**src/rtl/heater_pkg.sv**
```systemverilog
// Shared types and helpers for the heater soft-start sequencer.
// Channel masks are sized for the largest supported bank and zero-extended by users.
package heater_pkg;

  localparam int MAX_CH   = 64;
  localparam int CH_CNT_W = 7;

  typedef logic [MAX_CH-1:0]   chan_mask_t;
  typedef logic [CH_CNT_W-1:0] chan_cnt_t;

  typedef enum logic {
    ST_RUN   = 1'b0,
    ST_FAULT = 1'b1
  } seq_state_t;

  function automatic chan_cnt_t popcount(input chan_mask_t mask);
    chan_cnt_t cnt;
    cnt = '0;
    for (int i = 0; i < MAX_CH; i++) begin
      cnt = cnt + chan_cnt_t'(mask[i]);
    end
    return cnt;
  endfunction

endpackage

```
**src/rtl/heater_seq_ctrl_if.sv**
```systemverilog
// Control/status bundle between the heater register block and the sequencer.
// master = register block side, slave = sequencer side.
interface heater_seq_ctrl_if #(
  parameter int N     = 16,
  parameter int CNT_W = 16
);

  logic [N-1:0]     req_enable;
  logic [N-1:0]     err_clear_req;
  logic             fault_clear;
  logic [N-1:0]     heater_error;
  logic [N-1:0]     heater_enable;
  logic [N-1:0]     heater_err_clear;
  logic [N-1:0]     err_sticky;
  logic [CNT_W-1:0] err_count;
  logic             busy;
  logic             fault;

  modport master (
    output req_enable,
    output err_clear_req,
    output fault_clear,
    output heater_error,
    input  heater_enable,
    input  heater_err_clear,
    input  err_sticky,
    input  err_count,
    input  busy,
    input  fault
  );

  modport slave (
    input  req_enable,
    input  err_clear_req,
    input  fault_clear,
    input  heater_error,
    output heater_enable,
    output heater_err_clear,
    output err_sticky,
    output err_count,
    output busy,
    output fault
  );

endinterface

```
**src/rtl/heater_pick_lowest.sv**
```systemverilog
// One-hot of the lowest set bit of a vector; all-zero in gives all-zero out.
module heater_pick_lowest #(
  parameter int N = 16
) (
  input  logic [N-1:0] vec,
  output logic [N-1:0] lowest
);

  // Two's complement isolates the least significant set bit.
  assign lowest = vec & (-vec);

endmodule

```
**src/rtl/heater_seq_ctrl.sv**
```systemverilog
// Soft-start sequencer and error supervisor for a bank of N heaters.
// Turns channels on one per STEP_CYCLES, latches errors, trips a bank-wide FAULT.
//
// state    | meaning
// ST_RUN   | enables track target: removals immediate, additions spaced by the step timer
// ST_FAULT | all enables forced off; left via fault_clear once sticky errors drop below threshold
module heater_seq_ctrl
  import heater_pkg::*;
#(
  parameter int N            = 16,
  parameter int STEP_CYCLES  = 1024,
  parameter int CNT_W        = 16,
  parameter int FAULT_THRESH = 4,
  parameter int AUTO_DISABLE = 1
) (
  input  logic              clk,
  input  logic              rst,
  heater_seq_ctrl_if.slave  bus
);

  localparam int TMR_W = (STEP_CYCLES > 1) ? $clog2(STEP_CYCLES) : 1;
  localparam logic [TMR_W-1:0] TMR_LOAD = TMR_W'(STEP_CYCLES - 1);
  localparam logic [TMR_W-1:0] TMR_ONE  = TMR_W'(1);
  localparam chan_cnt_t THRESH_C = chan_cnt_t'(FAULT_THRESH);
  localparam logic AUTO_DIS_C = (AUTO_DISABLE != 0);
  localparam int SUM_W = CNT_W + CH_CNT_W;

  seq_state_t        state;
  logic [TMR_W-1:0]  tmr;
  logic [N-1:0]      err_q;

  logic [N-1:0]      target;
  logic [N-1:0]      pending;
  logic [N-1:0]      pick;
  logic [N-1:0]      rise;
  logic [N-1:0]      sticky_nxt;
  chan_mask_t        sticky_ext;
  chan_mask_t        rise_ext;
  chan_cnt_t         sticky_cnt;
  chan_cnt_t         rise_cnt;
  logic [SUM_W-1:0]  cnt_sum;
  logic [CNT_W-1:0]  cnt_nxt;
  logic              trip;
  logic              step_ok;

  assign target  = bus.req_enable & ~(bus.err_sticky & {N{AUTO_DIS_C}});
  assign pending = target & ~bus.heater_enable;
  assign rise    = bus.heater_error & ~err_q;

  heater_pick_lowest #(.N(N)) u_pick (
    .vec    (pending),
    .lowest (pick)
  );

  always_comb begin
    sticky_ext = '0;
    sticky_ext[N-1:0] = bus.err_sticky;
    rise_ext = '0;
    rise_ext[N-1:0] = rise;
  end

  assign sticky_cnt = popcount(sticky_ext);
  assign rise_cnt   = popcount(rise_ext);
  assign trip       = (sticky_cnt >= THRESH_C);
  assign step_ok    = (tmr == '0) && (pending != '0);

  // A rise on the same cycle as a clear must survive, so the OR comes last.
  assign sticky_nxt = (bus.err_sticky & ~bus.err_clear_req) | rise;

  always_comb begin
    cnt_sum = {{CH_CNT_W{1'b0}}, bus.err_count} + {{CNT_W{1'b0}}, rise_cnt};
    if (cnt_sum > {{CH_CNT_W{1'b0}}, {CNT_W{1'b1}}}) begin
      cnt_nxt = '1;
    end else begin
      cnt_nxt = cnt_sum[CNT_W-1:0];
    end
  end

  assign bus.busy = !rst && (state == ST_RUN) && (bus.heater_enable != target);

  always_ff @(posedge clk) begin
    if (rst) begin
      state                <= ST_RUN;
      tmr                  <= '0;
      err_q                <= '0;
      bus.heater_enable    <= '0;
      bus.heater_err_clear <= '0;
      bus.err_sticky       <= '0;
      bus.err_count        <= '0;
      bus.fault            <= 1'b0;
    end else begin
      err_q                <= bus.heater_error;
      bus.heater_err_clear <= bus.err_clear_req;
      bus.err_sticky       <= sticky_nxt;
      bus.err_count        <= cnt_nxt;

      unique case (state)
        ST_RUN: begin
          if (trip) begin
            state             <= ST_FAULT;
            bus.fault         <= 1'b1;
            bus.heater_enable <= '0;
            tmr               <= TMR_LOAD;
          end else if (step_ok) begin
            bus.heater_enable <= (bus.heater_enable & target) | pick;
            tmr               <= TMR_LOAD;
          end else begin
            bus.heater_enable <= bus.heater_enable & target;
            if (tmr != '0) begin
              tmr <= tmr - TMR_ONE;
            end
          end
        end
        ST_FAULT: begin
          bus.heater_enable <= '0;
          if (tmr != '0) begin
            tmr <= tmr - TMR_ONE;
          end
          if (bus.fault_clear && !trip) begin
            state     <= ST_RUN;
            bus.fault <= 1'b0;
          end
        end
        default: begin
          state             <= ST_RUN;
          bus.fault         <= 1'b0;
          bus.heater_enable <= '0;
        end
      endcase
    end
  end

endmodule
```
**src/flat_wrapper.sv**
```systemverilog
// flat-port wrapper written by rule: the top's interface ports become plain ports
module heater_seq_ctrl_flat import heater_pkg::*;
#(
  parameter int N            = 16,
  parameter int STEP_CYCLES  = 1024,
  parameter int CNT_W        = 16,
  parameter int FAULT_THRESH = 4,
  parameter int AUTO_DISABLE = 1
)
  (clk, rst, bus_req_enable, bus_err_clear_req, bus_fault_clear, bus_heater_error, bus_heater_enable, bus_heater_err_clear, bus_err_sticky, bus_err_count, bus_busy, bus_fault);
  heater_seq_ctrl_if #(.N(N), .CNT_W(CNT_W)) bus_i ();
  input  logic clk;
  input  logic rst;
  input wire logic [$bits(bus_i.req_enable)-1:0] bus_req_enable;
  input wire logic [$bits(bus_i.err_clear_req)-1:0] bus_err_clear_req;
  input wire logic [$bits(bus_i.fault_clear)-1:0] bus_fault_clear;
  input wire logic [$bits(bus_i.heater_error)-1:0] bus_heater_error;
  output wire logic [$bits(bus_i.heater_enable)-1:0] bus_heater_enable;
  output wire logic [$bits(bus_i.heater_err_clear)-1:0] bus_heater_err_clear;
  output wire logic [$bits(bus_i.err_sticky)-1:0] bus_err_sticky;
  output wire logic [$bits(bus_i.err_count)-1:0] bus_err_count;
  output wire logic [$bits(bus_i.busy)-1:0] bus_busy;
  output wire logic [$bits(bus_i.fault)-1:0] bus_fault;
  assign bus_i.req_enable = bus_req_enable;
  assign bus_i.err_clear_req = bus_err_clear_req;
  assign bus_i.fault_clear = bus_fault_clear;
  assign bus_i.heater_error = bus_heater_error;
  assign bus_heater_enable = bus_i.heater_enable;
  assign bus_heater_err_clear = bus_i.heater_err_clear;
  assign bus_err_sticky = bus_i.err_sticky;
  assign bus_err_count = bus_i.err_count;
  assign bus_busy = bus_i.busy;
  assign bus_fault = bus_i.fault;
  heater_seq_ctrl #(.N(N), .STEP_CYCLES(STEP_CYCLES), .CNT_W(CNT_W), .FAULT_THRESH(FAULT_THRESH), .AUTO_DISABLE(AUTO_DISABLE)) u_core (.clk(clk), .rst(rst), .bus(bus_i));
endmodule
```
**config.mk**
```make
export PLATFORM = sky130hd
export DESIGN_NAME = heater_seq_ctrl_flat
export DESIGN_NICKNAME = d
export VERILOG_FILES = /design/src/rtl/heater_pkg.sv /design/src/rtl/heater_seq_ctrl_if.sv /design/src/rtl/heater_pick_lowest.sv /design/src/rtl/heater_seq_ctrl.sv /design/src/flat_wrapper.sv
export SDC_FILE = /design/constraint.sdc
export NUM_CORES = 1
export LEC_CHECK = 0
export CORE_ASPECT_RATIO = 1.25
export CORE_MARGIN = 2
export CORE_UTILIZATION = 30
export DETAILED_ROUTE_END_ITERATION = 16
export GPL_TIMING_DRIVEN = 0
export PLACE_DENSITY_LB_ADDON = 0.2
export SLEW_MARGIN = 20
export SYNTH_ARGS = -nofsm -noshare
export SYNTH_HDL_FRONTEND = slang
export SYNTH_SLANG_ARGS = --single-unit
```
**constraint.sdc**
```tcl
create_clock -name clk -period 8.5 [get_ports clk]
set_clock_uncertainty 0.1 [all_clocks]
set_input_delay 1.7 -clock clk [delete_from_list [all_inputs] [get_ports clk]]
set_output_delay 1.7 -clock clk [all_outputs]
set_load 0.03 [all_outputs]
```
==> flow_summary.ini <==
[outcome]
status = completed

[yosys]
async_flop_share = 0
syn_area_mm2 = 0.00494
seq_area_frac_synth = 0.373
synth_top_family_by_area = simple AND/OR/NAND/NOR gates
synth_compound_area_frac = 0.129
yosys.area.top_type = dfxtp_1
synth_top_area_frac = 0.373
post-synth-top-count-cell = dfxtp_1
syn-num-nets = 653
synthFlopType = dfxtp_1
synthAdderAreaFrac = 0.207
synthSimpleGateAreaFrac = 0.209
synth_cell_type_count = 55
yosys_warnings = 0
netlist_instances = 533
synth_area_leaders = dfxtp_1 37%, ha_1 12%, fa_1 8.5%
synth_xor_area_frac = 0.0142
synth-seq-cells = 92
synth.mux.area_fraction = 0.00608
syn_area_per_cell_um2 = 9.27
synth_commonest_cells = 92 x dfxtp_1, 65 x inv_1, 53 x nor2b_1
synth_edf_count = 0

[placement]
place_area_mm2 = 0.00636
gp_congestion = 0.887
detailed_place_hpwl_um = 10800
io_buffers = 115

[floorplan]
ios = 117
start_util = 0.306
die_h_um = 147
fp.dieW_um = 119
fp.coreArea_mm2 = 0.0161
die_area_mm2 = 0.0175
row_count = 52

[worst_setup_path]
ff2ff_setup_slack_ns = 2.69
slowest_delay_ns = 0.55
timing.critical_path.slowest_stage_cell = fa_1
critPathLaunchType = input pin
cp-end-kind = register
crit_family = adder cells
cp_cell_sequence = clkdlybuf4s50_1, nor2b_1, ha_1, inv_1, fa_1, fa_1, fa_1, fa_1, fa_1, fa_1, fa_1, nor2b_1, o31ai_1, a21oi_1, nand2_1, a31oi_1
cp.required_ns = 8.67
cpMostUsedCell = fa_1
cp.arrival_ns = 7.52
cp_num_buf_inv = 2
critPathMaxFanout = 10
reg2reg_depth = 15
critPathKind = input pin to register
rr_startpoint = u_core.err_q[0]
r2r_end = u_core.bus.err_count[10]

[routing]
avgRoutedWirePerCell_um = 15.2
final_antenna_net_count = 0
met2WireLength_um = 6990
wl_met3_um = 717
drtIter0Drc = 107
drtPass1Iterations = 4
totalWireLength_um = 13400
num_vias = 4107
remaining_drc_errors = 0
highest_layer = met4
met1_length_um = 5340
via_per_inst = 4.67

[clock_network]
cts_tree = built
cts_hold_buffers = 0
cts_resized = 0
insertion_delay_ns = 0.35
clk_pin_slew_ns = 0.07
clock-root-buffer = clkbuf_16
cts_setup_buffers = 0
clockBufferDepth = 2
cts_buffers = 9
htree_levels = 3
cts.sinks = 92

[grt]
antenna_found_initial = 0
grt_pass1_vias = 4340
grt_pass1_wl_um = 21600
grt_max_degree = 16
overflow = 0
track_usage = 0.158

[sta]
relSlewSlack = 0.449
setup_tns_ns = 0
slew_violations = 0
fmax_mhz = 136
setup_violations = 0
timing.final.crit_period_ns = 7.35
worst_pin_slew_ns = 0.820
hold_violations = 0
rsz0062_at_grt = no
finalCritPeriodShare = 0.864

[power_and_ir_drop]
leakagePower_nw = 2.66
power.internal_mw = 1.04
power_per_cell_area_mw_per_mm2 = 245
combPwrFrac = 0.408
peakVddDrop_mv = 0.214
swShare = 0.368
power_frac_seq = 0.324
clkPwrFrac = 0.267
power.switching_mw = 0.602

[worst_hold_path]
hold_path.startpoint = u_core.tmr[0]
whs_endpoint = u_core.tmr[0]
whs_path_depth = 2
timing.hold.worst.class = register to register

[layout]
n_antenna_cell = 0
final_cell_area_mm2 = 0.00668
nNetsFinal = 779
syn_to_final_growth_pct = 35.2
drive_gt1_frac = 0.0437

[run]
maxCapViolCount = 0
## cell type report
| class | instances | area (µm²) |
|---|---|---|
| repair buffers | 115 | 1150 |
| well taps | 216 | 270 |
| plain buffers | 15 | 63.8 |
| fillers | 1659 | 9460 |
| clock buffers | 10 | 229 |
| flip-flops and latches | 92 | 1840 |
| multi-input cells | 361 | 2790 |
| clock inverters | 6 | 88.8 |
| inverters | 65 | 244 |
## power groups by stage
| stage | Clock (mW) | Combinational [mW] | Sequential [mW] |
|---|---|---|---|
| after detailed placement | 0 | 0.671 | 0.541 |
| after CTS | 0.450 | 0.677 | 0.532 |
| final | 0.438 | 0.669 | 0.532 |
| after global placement | 0 | 0.660 | 0.539 |
| after floorplan | 0 | 0.446 | 0.571 |
| after global routing | 0.467 | 0.761 | 0.539 |
## layout by cell type, fill, tap and decap left out, drive strengths merged, types with 11 or more instances in the layout
| cell type | Yosys | final |
|---|---|---|
| inv | 65 | 65 |
| nor2b | 53 | 53 |
| nor3 | 11 | 11 |
| clkbuf | 14 | 24 |
| clkdlybuf4s50 | 0 | 115 |
| nand2b | 23 | 23 |
| dfxtp | 92 | 92 |
| nand2 | 12 | 12 |
| ha | 48 | 48 |
| a31oi | 20 | 20 |
| nor2 | 45 | 45 |
| a21oi | 43 | 43 |
| fa | 21 | 21 |
## how the worst max path moves through the flow
stage	startpoint	endpoint	slack, ns	cells past startpoint
floorplan	bus_heater_error[1]	u_core.bus.err_count[10]	1.86	15
global placement	bus_heater_error[0]	u_core.bus.err_count[10]	0.81	16
detailed placement	bus_heater_error[0]	u_core.bus.err_count[10]	0.81	16
CTS	bus_heater_error[0]	u_core.bus.err_count[10]	1.15	16
global route	bus_heater_error[0]	u_core.bus.err_count[10]	0.81	16
finish	bus_heater_error[0]	u_core.bus.err_count[10]	1.15	16
## state kept, by name, summed over array words and instances, names as in the netlist
name	cells
u_core.bus.fault	1
u_core.bus.heater_enable	16
u_core.bus.err_sticky	16
u_core.bus.err_count	16
u_core.bus.heater_err_clear	16
u_core.state	1
u_core.err_q	16
u_core.tmr	10
## through the flow
stage | worst slack [ns] | hold slack (ns) | cells | util | power (mW)
6_report | 1.15 | 0.417 | 880 | 0.414 | 1.64
5_1_grt | 0.806 | 0.447 | 880 | 0.414 | 1.77
4_1_cts | 1.15 | 0.416 | 880 | 0.414 | 1.66
3_5_place_dp | 0.806 | 0.407 | 864 | 0.394 | 1.21
3_3_place_gp | 0.809 | 0.380 | 864 | 0.394 | 1.20
2_1_floorplan | 1.86 | 0.366 | 533 | - | 1.02
## per-layer routing
metal | track usage | vias to the layer above
met5 | 0 | -
met4 | 0.0667 | 0
met3 | 0.0471 | 21
met2 | 0.284 | 89
met1 | 0.172 | 1946
li1 | - | 2051
## kinds of logic (layout without fill, tap and decap cells)
logic type / count (synthesis) / after routing
multiplexers: 3 / 3
XOR/XNOR: 8 / 8
flip-flops: 92 / 92
AND/OR/NAND/NOR: 181 / 181
buffers and inverters: 80 / 211
adder cells (fa/ha/maj): 69 / 69
AO/OA/AOI/OAI: 100 / 100
## worst min-delay path, stage by stage, from the launching register on
cell	delay, ns
dfxtp_1	0.32
inv_1	0.07
a21boi_0	0.08
Note: power is estimated with default switching activity, not from simulation.
